## src/rtl/shift_timer_pkg.sv

```systemverilog
// Shared state encoding and default shift counts for the shift phase timer.
package shift_timer_pkg;

    localparam logic [1:0] PH_IDLE = 2'd0;
    localparam logic [1:0] PH_MID  = 2'd1;
    localparam logic [1:0] PH_REM  = 2'd2;
    localparam logic [1:0] PH_DONE = 2'd3;

    localparam int DEF_MID_SHIFTS = 8;
    localparam int DEF_REM_SHIFTS = 16;

    typedef enum logic [1:0] {
        ST_IDLE = PH_IDLE,
        ST_MID  = PH_MID,
        ST_REM  = PH_REM,
        ST_DONE = PH_DONE
    } state_t;

endpackage

```

## src/rtl/shift_phase_counter.sv

```systemverilog
// Shift index counter with synchronous clear, enable and terminal compare.
module shift_phase_counter #(
    parameter int CNT_W = 6
) (
    input  logic             clk,
    input  logic             n_rst,
    input  logic             clr,
    input  logic             en,
    input  logic [CNT_W-1:0] term,
    output logic [CNT_W-1:0] cnt,
    output logic             at_term
);

    always_ff @(posedge clk) begin
        if (!n_rst) begin
            cnt <= '0;
        end else if (clr) begin
            cnt <= '0;
        end else if (en) begin
            cnt <= cnt + CNT_W'(1);
        end
    end

    assign at_term = (cnt == term);

endmodule

```

## src/rtl/shift_phase_timer.sv

```systemverilog
// Two-phase (midstate / remaining-data) shift sequencer.
// Optional macro TIMER_STALL_EN makes the stall input freeze shifting.
module shift_phase_timer
    import shift_timer_pkg::*;
#(
    parameter int CNT_W      = 6,
    parameter int MID_SHIFTS = DEF_MID_SHIFTS,
    parameter int REM_SHIFTS = DEF_REM_SHIFTS
) (
    input  logic             clk,
    input  logic             n_rst,
    input  logic             start,
    input  logic             flush,
    input  logic             ack,
    input  logic             stall,
    output logic             shift_en,
    output logic [1:0]       phase,
    output logic [CNT_W-1:0] cnt,
    output logic             mid_done,
    output logic             rem_done,
    output logic             busy
);

    localparam int MAX_SHIFTS =
        (MID_SHIFTS > REM_SHIFTS) ? MID_SHIFTS : REM_SHIFTS;
    localparam logic [CNT_W-1:0] MID_LAST = CNT_W'(MID_SHIFTS - 1);
    localparam logic [CNT_W-1:0] REM_LAST = CNT_W'(REM_SHIFTS - 1);

    if (MID_SHIFTS < 1 || REM_SHIFTS < 1 ||
        (2 ** CNT_W) < MAX_SHIFTS) begin : g_bad_params
        $error("shift_phase_timer: illegal shift count parameters");
    end

    state_t           state;
    state_t           state_nxt;
    logic             hold;
    logic             clr;
    logic             at_term;
    logic             mid_nxt;
    logic             rem_nxt;
    logic [CNT_W-1:0] term;

`ifdef TIMER_STALL_EN
    assign hold = stall;
`else
    logic unused_stall;
    assign unused_stall = stall;
    assign hold = 1'b0;
`endif

    assign busy     = (state == ST_MID) || (state == ST_REM);
    assign shift_en = busy && !hold;
    assign phase    = state;
    assign term     = (state == ST_MID) ? MID_LAST : REM_LAST;

    shift_phase_counter #(
        .CNT_W(CNT_W)
    ) u_counter (
        .clk    (clk),
        .n_rst  (n_rst),
        .clr    (clr),
        .en     (shift_en),
        .term   (term),
        .cnt    (cnt),
        .at_term(at_term)
    );

    always_ff @(posedge clk) begin
        if (!n_rst) begin
            state    <= ST_IDLE;
            mid_done <= 1'b0;
            rem_done <= 1'b0;
        end else begin
            state    <= state_nxt;
            mid_done <= mid_nxt;
            rem_done <= rem_nxt;
        end
    end

    // flush beats start, start beats the phase-end transition
    always_comb begin
        state_nxt = state;
        clr       = 1'b0;
        mid_nxt   = 1'b0;
        rem_nxt   = 1'b0;
        if (flush) begin
            state_nxt = ST_IDLE;
            clr       = 1'b1;
        end else if (start) begin
            state_nxt = ST_MID;
            clr       = 1'b1;
        end else begin
            case (state)
                ST_MID: begin
                    if (shift_en && at_term) begin
                        state_nxt = ST_REM;
                        clr       = 1'b1;
                        mid_nxt   = 1'b1;
                    end
                end
                ST_REM: begin
                    if (shift_en && at_term) begin
                        state_nxt = ST_DONE;
                        clr       = 1'b1;
                        rem_nxt   = 1'b1;
                    end
                end
                ST_DONE: begin
                    if (ack) begin
                        state_nxt = ST_IDLE;
                        clr       = 1'b1;
                    end
                end
                default: begin
                    state_nxt = state;
                end
            endcase
        end
    end

endmodule

```

## config.mk

```make
export PLATFORM = sky130hd
export DESIGN_NAME = shift_phase_timer
export DESIGN_NICKNAME = d
export VERILOG_FILES = /design/src/rtl/shift_timer_pkg.sv /design/src/rtl/shift_phase_counter.sv /design/src/rtl/shift_phase_timer.sv
export SDC_FILE = /design/constraint.sdc
export NUM_CORES = 1
export LEC_CHECK = 0
export ABC_CLOCK_PERIOD_IN_PS = 2580
export CORE_MARGIN = 3
export CORE_UTILIZATION = 45
export DETAILED_ROUTE_END_ITERATION = 10
export GPL_TIMING_DRIVEN = 0
export PLACE_DENSITY = 0.82
export SYNTH_ARGS = -nofsm -noshare
export SYNTH_HDL_FRONTEND = slang
export SYNTH_HIERARCHICAL = 1
export SYNTH_SLANG_ARGS = --single-unit
```

## constraint.sdc

```tcl
create_clock -name clk -period 2.58 [get_ports clk]
set_clock_uncertainty 0.05 [all_clocks]
set_input_delay 0.258 -clock clk [delete_from_list [all_inputs] [get_ports clk]]
set_output_delay 0.258 -clock clk [all_outputs]
set_load 0.02 [all_outputs]
```

==> impl_results.md <==
- Outcome: finished, final reports clean
- Synth unique cells: 29
- First-pass GRT wire length: 2104 um
- Number of antenna cells inserted: 0
- Syn-to-layout area delta: 33.86%
- Most common cell after layout, fill and taps aside: clkdlybuf4s50_1
- Sequential-to-total area share from yosys stat: 31.31%
- GRT Resource Usage Total: 14.73%
- Crit path kind: reg2out
- Total design power: 0.3083 mW
- Yosys warnings: 6
- Vias per inst: 5.093
- R2R Setup Slk: 0.39 ns
- Post-Synthesis Cells: 72
- # setup viols final: 0
- Pin count of the biggest net entering global routing: 12
- Worst-path fanout max: 11
- Hold Path Origin: u_counter/cnt[5]$_SDFFE_PP0P_
- Antenna viol nets, final: 0
- DP Cell Count: 105
- Fin area: 855.8 um2
- Flops & latches, synth: 10
- PD cells: 360.3 nW/um2
- Cell count of the worst reg-to-reg path: 11
- Crit end category: output port
- Ratio of cells with drive above 1 in the final layout: 9.574%
- Post-CTS Setup Bufs: 0
- Critical path data required time: 2.27 ns
- Clock tree root driver cell: clkbuf_4
- Fin util: 70.37%
- Reg-to-Reg End: u_counter/cnt[3]$_SDFFE_PP0P_
- CTS Buf Count: 3
- Io pins: 18
- Clock Tree Buf Depth: 2
- FP Rows: 12
- Period utilisation layout: 94.55%
- Total congestion overflow: 0
- Peak Freq: 410.0 MHz
- DP Area: 828.3 um2
- Worst Setup SP: phase[0]$_SDFFE_PP0P_
- Routed WL per cell: 11.51 um
- Commonest non-fill, non-tap cells in the layout: 16 x clkdlybuf4s50_1, 10 x dfxtp_1, 9 x nor2_1, 6 x ha_1
- Worst EP arrival: 2.13 ns
- CTS sink cnt: 10
- Worst skew pair latency: 0.27 ns
- Post-synthesis cell area: 639.4 um2
- Width of the die: 43.70 um
- Fin nets: 108
- Worst Setup Start Kind: register
- Drt drc: 0
- Initial core utilization: 52.57%
- Max Slew Vio Count: 0
- Tmin final: 2.439 ns
- Max Cap Viol: 0
- Core Footprint: 1216 um2
- Avg Cell Area, Syn: 8.880 um2
- Final wirelength: 1243 um
- Worst flop-to-flop path startpoint: phase[1]$_SDFFE_PP0P_
- H-tree Lvls: 1
- Hold endpoint: u_counter/cnt[5]$_SDFFE_PP0P_
- Fin cells: 108
- RSZ-0062 raised after global routing: false
- Initial drt markers: 12
- Hold bufs inserted after CTS: 0
- Detail Placement HPWL: 954.7 um
- Clk pin slew, worst setup/hold paths: 0.06 ns
- Vias in the first global route: 503
- Final hold vios: 0
- Worst min path class: reg2reg
- TNS Setup: 0 ns
- Worst vdd rail ir drop: 0.2234 mV
- Via count: 550
- Initial antenna violation count: 0
- Number of iterations in the first detailed-routing pass: 4
- Leak: 0.3740 nW
- DIE AREA: 1909 um2
- Port Buffers: 16
- CTS tree: built
- Hold depth: 2
- Routability Congestion: 0.7196
- Die H: 43.70 um
[state kept, by name, indices dropped and copies added (netlist names)]
register,cells
u_counter/cnt,6
rem_done,1
phase,2
mid_done,1
[layer usage]
metal	GRT usage (%)	routed length [um]	vias to the layer above
met2	20.93	547	11
met3	6.224	54	5
met1	19.65	615	248
met4	5.422	26	0
met5	0	0	-
li1	-	-	286
[through the flow]
stage | hold WS [ns] | setup WS [ns]
global route | 0.5420 | 0.04310
detailed placement | 0.4833 | 0.3142
finish | 0.4871 | 0.1407
global placement | 0.4454 | 0.3548
floorplan | 0.2840 | 0.4790
CTS | 0.4939 | 0.1477
[cell type report]
| class | count | area [um2] |
|---|---|---|
| multi-input cells | 60 | 432.9 |
| fillers | 106 | 360.3 |
| flip-flops and latches | 10 | 200.2 |
| repair buffers | 16 | 160.2 |
| clock buffers | 3 | 22.52 |
| well taps | 14 | 17.52 |
| inverters | 4 | 15.01 |
| plain buffers | 1 | 7.507 |
[worst max path at each step]
stage / endpoint / slack [ns] / cells past startpoint
6_report: shift_en / 0.14 / 4
2_1_floorplan: u_counter/cnt[0]$_SDFFE_PP0P_ / 0.48 / 11
5_1_grt: shift_en / 0.04 / 4
3_3_place_gp: u_counter/cnt[1]$_SDFFE_PP0P_ / 0.35 / 11
4_1_cts: shift_en / 0.15 / 4
3_5_place_dp: u_counter/cnt[0]$_SDFFE_PP0P_ / 0.31 / 11
[synthesized netlist by cell type]
cell / count / share of area [%]
or2b_1: 1 / 1.2
nand3b_1: 1 / 1.2
o21ai_1: 1 / 0.78
xor2_1: 5 / 6.8
and2_1: 1 / 0.98
o221a_2: 1 / 1.8
inv_1: 4 / 2.3
nand2_1: 2 / 1.2
nand2b_1: 1 / 0.98
dfxtp_1: 10 / 31
and3_2: 1 / 1.2
o21ai_0: 2 / 1.6
o211a_1: 2 / 3.1
mux2i_1: 2 / 3.1
nand3_1: 1 / 0.78
a2111oi_2: 1 / 2.3
a21oi_1: 2 / 1.6
nor2_1: 9 / 5.3
nand4_2: 1 / 2.0
nand4_1: 2 / 2.0
xnor2_1: 5 / 6.8
ha_1: 6 / 12
nor2b_1: 2 / 2.0
conb_1: 2 / 1.2
buf_4: 1 / 1.2
or3_1: 1 / 0.98
nor3b_1: 1 / 1.2
and3_1: 2 / 2.0
nor3_1: 2 / 1.6
[power by group]
part           leakage (nW)  internal [mW]  switching (mW)
sequential           0.0807          0.156         0.00227
combinational         0.279         0.0218          0.0227
clock                0.0138         0.0539          0.0520
[critical path, cell delays in order (launching register included)]
cell and delay, ns:
dfxtp_1 0.44, inv_1 0.11, ha_1 0.55, buf_4 0.18, clkdlybuf4s50_1 0.59
[cell families (layout without fill, tap and decap cells)]
logic type | Yosys count | after routing | share of synthesized area [%]
simple gates | 28 | 28 | 24.27
xor+xnor | 10 | 10 | 13.70
flops | 10 | 10 | 31.31
compound gates | 9 | 9 | 11.15
fa+ha+maj | 6 | 6 | 11.74
buf+inv | 5 | 24 | 3.522
other cells | 2 | 5 | 1.175
mux | 2 | 2 | 3.131
[timing repair]
action / 4_1_cts / 5_1_grt
endpoints found under the setup margin: 0 / 5
hold endpoints to repair: 0 / 0
gates resized for setup: 0 / 1
No activity file was read; power rests on OpenSTA's default activity.
